[config.mk]
export PLATFORM = sky130hd
export DESIGN_NAME = quad_decoder_flat
export DESIGN_NICKNAME = d
export VERILOG_FILES = /design/src/rtl/quad_pkg.sv /design/src/rtl/quad_decoder_if.sv /design/src/rtl/quad_filter.sv /design/src/rtl/quad_decoder.sv /design/src/flat_wrapper.sv
export SDC_FILE = /design/constraint.sdc
export NUM_CORES = 1
export LEC_CHECK = 0
export ABC_AREA = 1
export CAP_MARGIN = 10
export CORE_ASPECT_RATIO = 0.9
export CORE_MARGIN = 1.5
export CORE_UTILIZATION = 54
export CTS_BUF_LIST = sky130_fd_sc_hd__clkbuf_4
export CTS_CLUSTER_SIZE = 8
export DETAILED_ROUTE_END_ITERATION = 6
export GPL_ROUTABILITY_DRIVEN = 0
export PLACE_DENSITY_LB_ADDON = 0.05
export SETUP_SLACK_MARGIN = 0.02
export SYNTH_ARGS = -nofsm -noshare
export SYNTH_HDL_FRONTEND = slang
export SYNTH_HIERARCHICAL = 1
export SYNTH_SLANG_ARGS = --single-unit
export TNS_END_PERCENT = 30
[constraint.sdc]
create_clock -name clk -period 2.35 [get_ports clk]
set_input_delay 0.3525 -clock clk [delete_from_list [all_inputs] [get_ports clk]]
set_output_delay 0.3525 -clock clk [all_outputs]
set_load 0.01 [all_outputs]
[src/rtl/quad_pkg.sv]
// Shared definitions for the quadrature decoder: {A,B} state encodings,
// counting-resolution constants and the step-classification helpers.
package quad_pkg;

    // Filtered {A,B} levels; forward rotation is S00 -> S10 -> S11 -> S01 -> S00
    typedef enum logic [1:0] {
        S00 = 2'b00,
        S10 = 2'b10,
        S11 = 2'b11,
        S01 = 2'b01
    } quad_state_t;

    localparam int RES_X1 = 1;
    localparam int RES_X2 = 2;
    localparam int RES_X4 = 4;

    // Next state one step forward
    function automatic quad_state_t step_fwd(input quad_state_t s);
        case (s)
            S00:     return S10;
            S10:     return S11;
            S11:     return S01;
            default: return S00;
        endcase
    endfunction

    // Whether a forward step leaving 'from' emits an up pulse
    function automatic logic fwd_counted(input quad_state_t from, input int res);
        case (res)
            RES_X4:  return 1'b1;
            RES_X2:  return (from == S00) || (from == S11);
            default: return (from == S00);
        endcase
    endfunction

    // Whether a reverse step leaving 'from' emits a down pulse
    function automatic logic rev_counted(input quad_state_t from, input int res);
        case (res)
            RES_X4:  return 1'b1;
            RES_X2:  return (from == S10) || (from == S01);
            default: return (from == S10);
        endcase
    endfunction

endpackage

[src/rtl/quad_decoder_if.sv]
// Encoder inputs and decoded pulse outputs of the quadrature decoder.
interface quad_decoder_if;
    logic a;
    logic b;
    logic z;
    logic err_clr;
    logic up;
    logic down;
    logic index;
    logic err;
    logic err_flag;

    modport master (
        output a, b, z, err_clr,
        input  up, down, index, err, err_flag
    );

    modport slave (
        input  a, b, z, err_clr,
        output up, down, index, err, err_flag
    );
endinterface

[src/rtl/quad_filter.sv]
// Two-flop synchronizer followed by a glitch filter: the output follows the
// synchronized level only once it has differed for FILTER_LEN cycles in a row.
module quad_filter #(
    parameter int FILTER_LEN = 4
) (
    input  logic clk,
    input  logic reset_n,
    input  logic din,
    output logic dout
);
    // Counter only ever holds 0..FILTER_LEN-1, so it cannot wrap
    localparam int            CW   = (FILTER_LEN > 1) ? $clog2(FILTER_LEN) : 1;
    localparam logic [CW-1:0] LAST = CW'(FILTER_LEN - 1);

    logic          sync1_d, sync1_q;
    logic          sync2_d, sync2_q;
    logic          filt_d,  filt_q;
    logic [CW-1:0] cnt_d,   cnt_q;

    // Count consecutive disagreeing cycles; any agreement discards the run
    always_comb begin
        sync1_d = din;
        sync2_d = sync1_q;
        filt_d  = filt_q;
        cnt_d   = '0;
        if (sync2_q != filt_q) begin
            if (cnt_q == LAST) begin
                filt_d = sync2_q;
            end else begin
                cnt_d = cnt_q + 1'b1;
            end
        end
    end

    // Synchronizer, filter output and stability counter
    always_ff @(posedge clk or negedge reset_n) begin
        if (!reset_n) begin
            sync1_q <= 1'b0;
            sync2_q <= 1'b0;
            filt_q  <= 1'b0;
            cnt_q   <= '0;
        end else begin
            sync1_q <= sync1_d;
            sync2_q <= sync2_d;
            filt_q  <= filt_d;
            cnt_q   <= cnt_d;
        end
    end

    assign dout = filt_q;

endmodule

[src/rtl/quad_decoder.sv]
// Quadrature decoder: filters A/B (and optionally Z), classifies each change
// of the filtered {A,B} state and emits registered one-cycle pulses.
// Optional feature: define QUAD_DECODER_INDEX_EN to build the Z index path;
// otherwise the z input is ignored and index is tied low.
module quad_decoder
    import quad_pkg::*;
#(
    parameter int FILTER_LEN = 4,
    parameter int RESOLUTION = 4
) (
    input  logic          clk,
    input  logic          reset_n,
    quad_decoder_if.slave bus
);
    // After reset, the filters need FILTER_LEN+2 cycles to reach the input
    // level and one more to reach ab_cur_q; decisions are held off until
    // ab_prev_q has been loaded from that settled value.
    localparam int ARM_CYCLES = FILTER_LEN + 4;
    localparam int AW         = $clog2(ARM_CYCLES + 1);

    generate
        if (RESOLUTION != RES_X1 && RESOLUTION != RES_X2 && RESOLUTION != RES_X4) begin : g_bad_res
            $fatal(1, "quad_decoder: RESOLUTION must be 1, 2 or 4");
        end
        if (FILTER_LEN < 1 || FILTER_LEN > 255) begin : g_bad_len
            $fatal(1, "quad_decoder: FILTER_LEN must be 1..255");
        end
    endgenerate

    logic filt_a;
    logic filt_b;

    quad_filter #(.FILTER_LEN(FILTER_LEN)) u_filt_a (
        .clk     (clk),
        .reset_n (reset_n),
        .din     (bus.a),
        .dout    (filt_a)
    );

    quad_filter #(.FILTER_LEN(FILTER_LEN)) u_filt_b (
        .clk     (clk),
        .reset_n (reset_n),
        .din     (bus.b),
        .dout    (filt_b)
    );

    quad_state_t   ab_cur_d,   ab_cur_q;
    quad_state_t   ab_prev_d,  ab_prev_q;
    logic [AW-1:0] arm_cnt_d,  arm_cnt_q;
    logic          up_d,       up_q;
    logic          down_d,     down_q;
    logic          err_d,      err_q;
    logic          err_flag_d, err_flag_q;

    // Classify the step from ab_prev_q to ab_cur_q once armed
    always_comb begin
        ab_cur_d   = quad_state_t'({filt_a, filt_b});
        ab_prev_d  = ab_cur_q;
        arm_cnt_d  = arm_cnt_q;
        up_d       = 1'b0;
        down_d     = 1'b0;
        err_d      = 1'b0;
        if (arm_cnt_q != '0) begin
            arm_cnt_d = arm_cnt_q - 1'b1;
        end else if (ab_cur_q != ab_prev_q) begin
            if (ab_cur_q == step_fwd(ab_prev_q)) begin
                up_d = fwd_counted(ab_prev_q, RESOLUTION);
            end else if (ab_prev_q == step_fwd(ab_cur_q)) begin
                down_d = rev_counted(ab_prev_q, RESOLUTION);
            end else begin
                err_d = 1'b1;
            end
        end
        // A new error wins over a simultaneous clear
        err_flag_d = err_d ? 1'b1 : (bus.err_clr ? 1'b0 : err_flag_q);
    end

    // State history, arming timer and registered pulse outputs
    always_ff @(posedge clk or negedge reset_n) begin
        if (!reset_n) begin
            ab_cur_q   <= S00;
            ab_prev_q  <= S00;
            arm_cnt_q  <= AW'(ARM_CYCLES);
            up_q       <= 1'b0;
            down_q     <= 1'b0;
            err_q      <= 1'b0;
            err_flag_q <= 1'b0;
        end else begin
            ab_cur_q   <= ab_cur_d;
            ab_prev_q  <= ab_prev_d;
            arm_cnt_q  <= arm_cnt_d;
            up_q       <= up_d;
            down_q     <= down_d;
            err_q      <= err_d;
            err_flag_q <= err_flag_d;
        end
    end

    assign bus.up       = up_q;
    assign bus.down     = down_q;
    assign bus.err      = err_q;
    assign bus.err_flag = err_flag_q;

`ifdef QUAD_DECODER_INDEX_EN
    logic filt_z;
    logic z_cur_d,  z_cur_q;
    logic z_prev_d, z_prev_q;
    logic index_d,  index_q;

    quad_filter #(.FILTER_LEN(FILTER_LEN)) u_filt_z (
        .clk     (clk),
        .reset_n (reset_n),
        .din     (bus.z),
        .dout    (filt_z)
    );

    // Rising edge of filtered z, aligned with the A/B pulse latency
    always_comb begin
        z_cur_d  = filt_z;
        z_prev_d = z_cur_q;
        index_d  = (arm_cnt_q == '0) && z_cur_q && !z_prev_q;
    end

    // Index edge history and registered index pulse
    always_ff @(posedge clk or negedge reset_n) begin
        if (!reset_n) begin
            z_cur_q  <= 1'b0;
            z_prev_q <= 1'b0;
            index_q  <= 1'b0;
        end else begin
            z_cur_q  <= z_cur_d;
            z_prev_q <= z_prev_d;
            index_q  <= index_d;
        end
    end

    assign bus.index = index_q;
`else
    logic z_unused;
    assign z_unused  = bus.z;
    assign bus.index = 1'b0;
`endif

endmodule
[src/flat_wrapper.sv]
// flat-port wrapper written by rule: the top's interface ports become plain ports
module quad_decoder_flat import quad_pkg::*;
#(
    parameter int FILTER_LEN = 4,
    parameter int RESOLUTION = 4
)
  (clk, reset_n, bus_a, bus_b, bus_z, bus_err_clr, bus_up, bus_down, bus_index, bus_err, bus_err_flag);
  quad_decoder_if bus_i ();
  input  logic clk;
  input  logic reset_n;
  input wire logic [$bits(bus_i.a)-1:0] bus_a;
  input wire logic [$bits(bus_i.b)-1:0] bus_b;
  input wire logic [$bits(bus_i.z)-1:0] bus_z;
  input wire logic [$bits(bus_i.err_clr)-1:0] bus_err_clr;
  output wire logic [$bits(bus_i.up)-1:0] bus_up;
  output wire logic [$bits(bus_i.down)-1:0] bus_down;
  output wire logic [$bits(bus_i.index)-1:0] bus_index;
  output wire logic [$bits(bus_i.err)-1:0] bus_err;
  output wire logic [$bits(bus_i.err_flag)-1:0] bus_err_flag;
  assign bus_i.a = bus_a;
  assign bus_i.b = bus_b;
  assign bus_i.z = bus_z;
  assign bus_i.err_clr = bus_err_clr;
  assign bus_up = bus_i.up;
  assign bus_down = bus_i.down;
  assign bus_index = bus_i.index;
  assign bus_err = bus_i.err;
  assign bus_err_flag = bus_i.err_flag;
  quad_decoder #(.FILTER_LEN(FILTER_LEN), .RESOLUTION(RESOLUTION)) u_core (.clk(clk), .reset_n(reset_n), .bus(bus_i));
endmodule
After elaboration in Yosys (flattened, before gate mapping)
Cells that the tools add are included.
{"block": "totals", "inputBits": 6, "ff_bits": 22, "out_inout_bits": 5}
{"block": "op_classes", "mux": 24, "reduce_logical": 6, "addsub": 3, "eq_ne": 11}
{"op": "two-way mux 2 bit", "count": 9}
{"op": "two-way mux 1 bit", "count": 13}
{"op": "== test 2 bit (second input constant)", "count": 6}
{"op": "case mux 2 bit (3 select lines)", "count": 2}
{"op": "adder 2 x 1 -> 2 bit (second input constant)", "count": 2}
{"op": "== test 2 bit", "count": 2}
{"op": "logical NOT 2 bit", "count": 2}
{"op": "AND reduction 2 bit", "count": 2}
{"op": "nonzero test 4 bit", "count": 1}
{"op": "subtractor 4 x 1 -> 4 bit (second input constant)", "count": 1}
{"op": "!= test 1 bit", "count": 2}
{"op": "!= test 2 bit", "count": 1}
{"op": "nonzero test 2 bit", "count": 1}

Logic depth before layout (Yosys ltp)
{"block": "depth", "depth_word": 14, "mapped_depth": 6}

Hierarchy
The synthesis kept the hierarchy.
{"module": "quad_decoder", "cells_each": 59, "seq_area_each_um2": 301.5, "area_each_um2": 513.0, "instances": 1}
{"module": "quad_filter", "cells_each": 17, "seq_area_each_um2": 125.1, "area_each_um2": 182.7, "instances": 2}

Worst setup path before layout
No wires, ideal clock.
{"block": "synth_timing", "kind": "register to register", "from": "register u_core.arm_cnt_q[0]", "to": "register u_core.arm_cnt_q[2]", "required_ps": 2230, "setup_ps": 120, "arrival_time_ps": 917, "period_less_slack_ps": 1036, "path_slack_ps": 1314, "path_stages_with_launch": 7, "cell_sequence": "dfrtp_1 -> inv_1 -> ha_1 -> nand2_2 -> inv_1 -> o21ai_0 -> inv_1"}
{"block": "synth_via", "elab_chain_cells": 1, "word_cells_on_any_way": 2, "cone_classes": "1 x add/sub; 1 x reduce/logical"}
{"item": "from (decl)", "line": "quad_decoder.sv:49", "text": "logic [AW-1:0] arm_cnt_d, arm_cnt_q;"}
{"item": "from (signal assigned)", "line": "quad_decoder.sv:83", "text": "arm_cnt_q <= AW'(ARM_CYCLES);"}
{"item": "from (signal assigned)", "line": "quad_decoder.sv:91", "text": "arm_cnt_q <= arm_cnt_d;"}
{"item": "subtractor 4 x 1 -> 4 bit / nonzero test 4 bit (equally long branches)", "line": "quad_decoder.sv:64, quad_decoder.sv:63"}
Several ways; a longest one is shown, not always the timed one.
A chain may end at the register's enable or synchronous reset.

Worst setup path after layout
{"block": "layout_timing", "from": "register u_core.err_flag_q (netlist: u_core/bus.err_flag)", "to": "output bus_err_flag"}
{"item": "from (decl)", "line": "quad_decoder.sv:53", "text": "logic err_flag_d, err_flag_q;"}
{"item": "from (signal assigned)", "line": "quad_decoder.sv:95", "text": "err_flag_q <= err_flag_d;"}
{"item": "to (decl)", "line": "flat_wrapper.sv:19", "text": "output wire logic [$bits(bus_i.err_flag)-1:0] bus_err_flag;"}
No word-level cell between the ends.

==> qor.csv <==
stage;metric;value;unit
finish;Ant. Diodes;0;
synthesis;Simple-Gate Fraction of Synth Area;0.197;
setup_path;CP top delay family;buffers and inverters;
floorplanning;IO Count;11;
synthesis;Mapped Avg Cell Area;9.44;um^2
setup_path;reg2reg end;u_core/bus.err_flag$_DFFE_PN0P_;
flow_run;Max Cap Viol;0;
detailed_routing;first-iteration detailed-routing DRC count;8;
setup_path;critical path endpoint category;primary output;
finish;post-route insts no fill;127;
global_route;wire length of the first global-routing pass;2130;um
finish;most frequent cells in the layout;25 x nand2_1, 21 x dfrtp_1, 18 x inv_1, 9 x nor2_1, 8 x clkdlybuf4s50_1;
power_and_ir_drop;Clock Power Share;0.168;
place;Placed Cells;123;
cts;clock sinks;22;
synthesis;Adder-Cell Fraction of Synth Area;0.0427;
global_route;largest net degree at the start of global routing;14;
cts;worst skew pair latency;0.30;ns
sta;final clock skew;0.00794;ns
cts;hold_buf cts;0;
cts;cts bufs inserted;3;
cts;Reg clk slew, reported paths;0.12;ns
detailed_routing;first-pass iteration count of the detailed router;4;
setup_path;CP Class;flip-flop to primary output;
finish;layout cells sized above 1;0.0762;
cts;CTS root buf;clkbuf_4;
outcome;status;complete, no violations;
power_and_ir_drop;Peak VDD IR;0.624;mV
synthesis;Post-Syn Instances;93;
power_and_ir_drop;Net Sw Power;0.320;mW
setup_path;maximum fanout along the worst path;2;
floorplanning;Chip Width;45.5;um
power_and_ir_drop;switch share;0.319;
setup_path;required time worst endpoint;2.00;ns
setup_path;crit path cell chain;clkdlybuf4s50_1;
sta;Fin Setup TNS;0;ns
synthesis;xor/xnor cell area share of the yosys netlist;0.00997;
cts;CTS tree;yes;
setup_path;Crit path buffers/inverters;1;
power_and_ir_drop;Lkg Pwr;0.556;nW
global_route;grt ovf;0;
sta;period utilization;0.658;
finish;multi-input logic area;248;um^2
floorplanning;Initial Utilization;0.593;
sta;Worst Setup Slack, final;0.804;ns
synthesis;Synth Register Bits;22;
finish;Core Util, Final;0.684;
global_route;vias in the first global route;533;
detailed_routing;Vias per Instance;4.58;
sta;setup violators final;0;
floorplanning;Core Box Area;0.00148;mm^2
floorplanning;Die Footprint;0.00188;mm^2
detailed_routing;antenna-violating nets left;0;
floorplanning;# rows;13;
cts;Max H-tree Level;1;
floorplanning;die height;41.3;um
sta;final hold violation count;0;
synthesis;syn nets;102;
finish;commonest non-fill, non-tap cell in the layout;nand2_1;
sta;RSZ-0062 raised after global routing;no;
detailed_routing;WL final;1200;um
synthesis;post-synthesis mux area share;0;
setup_path;worst stage delay on the critical path;0.54;ns
global_route;antenna violations before repair;0;
cts;Clock Tree Buf Depth;2;
detailed_routing;DRC Markers;0;
detailed_routing;total number of vias;582;
setup_path;Worst R2R Start;u_core/arm_cnt_q[0]$_DFFE_PN0N_;
synthesis;post-synthesis compound-gate area fraction;0.0285;
worst_hold_path;HP Class;primary input to async pin;
synthesis;main combinational cell family by area after synthesis;simple AND/OR/NAND/NOR gates;
power_and_ir_drop;pwr dens;992;mW/mm^2
detailed_routing;DR WL/cell;9.46;um
synthesis;register area share after synthesis;0.628;
global_route;Total GRT Usage;0.178;
sta;pins over their slew limit;0;
finish;Reg area;552;um^2
setup_path;Worst R2R Path Depth;6;
place;post-DP HPWL;899;um
synthesis;library cells used by synthesis;15;
power_and_ir_drop;Flop pwr share;0.544;
power_and_ir_drop;Comb power frac;0.289;
setup_path;startpoint types;flip-flop;
power_and_ir_drop;P_int;0.684;mW
cts;setup bufs post-CTS;0;
cts;post-CTS sizing;0;
place;buffers added on ports;8;
sta;Hold Slack;0.343;ns
setup_path;R2R setup slack;1.21;ns
place;Place WS;1.10;ns
setup_path;CP max stage cell;clkdlybuf4s50_1;
finish;Final Cell Area;0.00101;mm^2
sta;maximum clock frequency;647;MHz
power_and_ir_drop;Pwr Total;1.00;mW
finish;# fillers;124;
sta;Tmin final;1.55;ns
finish;final net count;115;
place;placed cell area;986;um^2
synthesis;Mapped Area;878;um^2
finish;area delta synth->final;15.2;%
setup_path;Crit path arrival time;1.19;ns
synthesis;Synth Warn #;6;
-- synth_stat cells --
library cell  count  area share
nand2_1          25        0.11
dfrtp_1          21        0.60
inv_1            18       0.077
nor2_1            9       0.038
o21ai_0           5       0.028
ha_1              3       0.043
nand3_1           3       0.017
or2_0             2       0.014
buf_4             1      0.0086
conb_1            1      0.0043
dfstp_2           1       0.030
inv_2             1      0.0043
nand2_2           1      0.0071
nor2_4            1       0.013
xor2_1            1       0.010
-- area by class of cell --
class | instances | area share
Timing Repair Buffer | 9 | 0.0865
Sequential cell | 22 | 0.545
Clock inverter | 1 | 0.00371
Multi-Input combinational cell | 51 | 0.245
Clock buffer | 3 | 0.0222
Tap cell | 22 | 0.0272
Inverter | 19 | 0.0705
-- worst max-delay path by stage --
stage | from | to | slack [ns] | cells past startpoint
after detailed placement | reset_n | u_core/bus.err_flag$_DFFE_PN0P_ | 1.10 | 2
after global routing | u_core/bus.err_flag$_DFFE_PN0P_ | bus_err_flag | 0.73 | 1
after CTS | u_core/bus.err_flag$_DFFE_PN0P_ | bus_err_flag | 0.77 | 1
after global placement | reset_n | u_core/bus.err_flag$_DFFE_PN0P_ | 1.09 | 2
final | u_core/bus.err_flag$_DFFE_PN0P_ | bus_err_flag | 0.80 | 1
after floorplan | u_core/arm_cnt_q[0]$_DFFE_PN0N_ | u_core/arm_cnt_q[2]$_DFFE_PN0N_ | 1.31 | 6
-- kinds of logic after synthesis --
group,Yosys count
XOR/XNOR,1
other,1
adder cells (fa/ha/maj),3
flip-flops,22
AND/OR/NAND/NOR,41
buffers and inverters,20
AO/OA/AOI/OAI,5
-- metal layers --
layer | GRT usage | wire (um)
met4 | 0.132 | 17
met3 | 0.0661 | 46
met5 | 0 | 0
met1 | 0.201 | 565
met2 | 0.278 | 572
-- state kept, by name, summed over array words and instances (netlist names), 2 cells and up --
| signal | cells |
|---|---|
| u_core/u_filt_a/cnt_q | 2 |
| u_core/u_filt_b/cnt_q | 2 |
| u_core/arm_cnt_q | 4 |
| u_core/ab_cur_q | 2 |
| u_core/ab_prev_q | 2 |
-- power by group through the flow --
stage	Combinational (mW)	Clock [mW]	Sequential [mW]
after CTS	0.292	0.181	0.547
final	0.290	0.168	0.546
after floorplan	0.174	0	0.557
after global routing	0.343	0.195	0.559
after global placement	0.275	0	0.549
after detailed placement	0.292	0	0.555
Power figures use the tool's default switching activity.
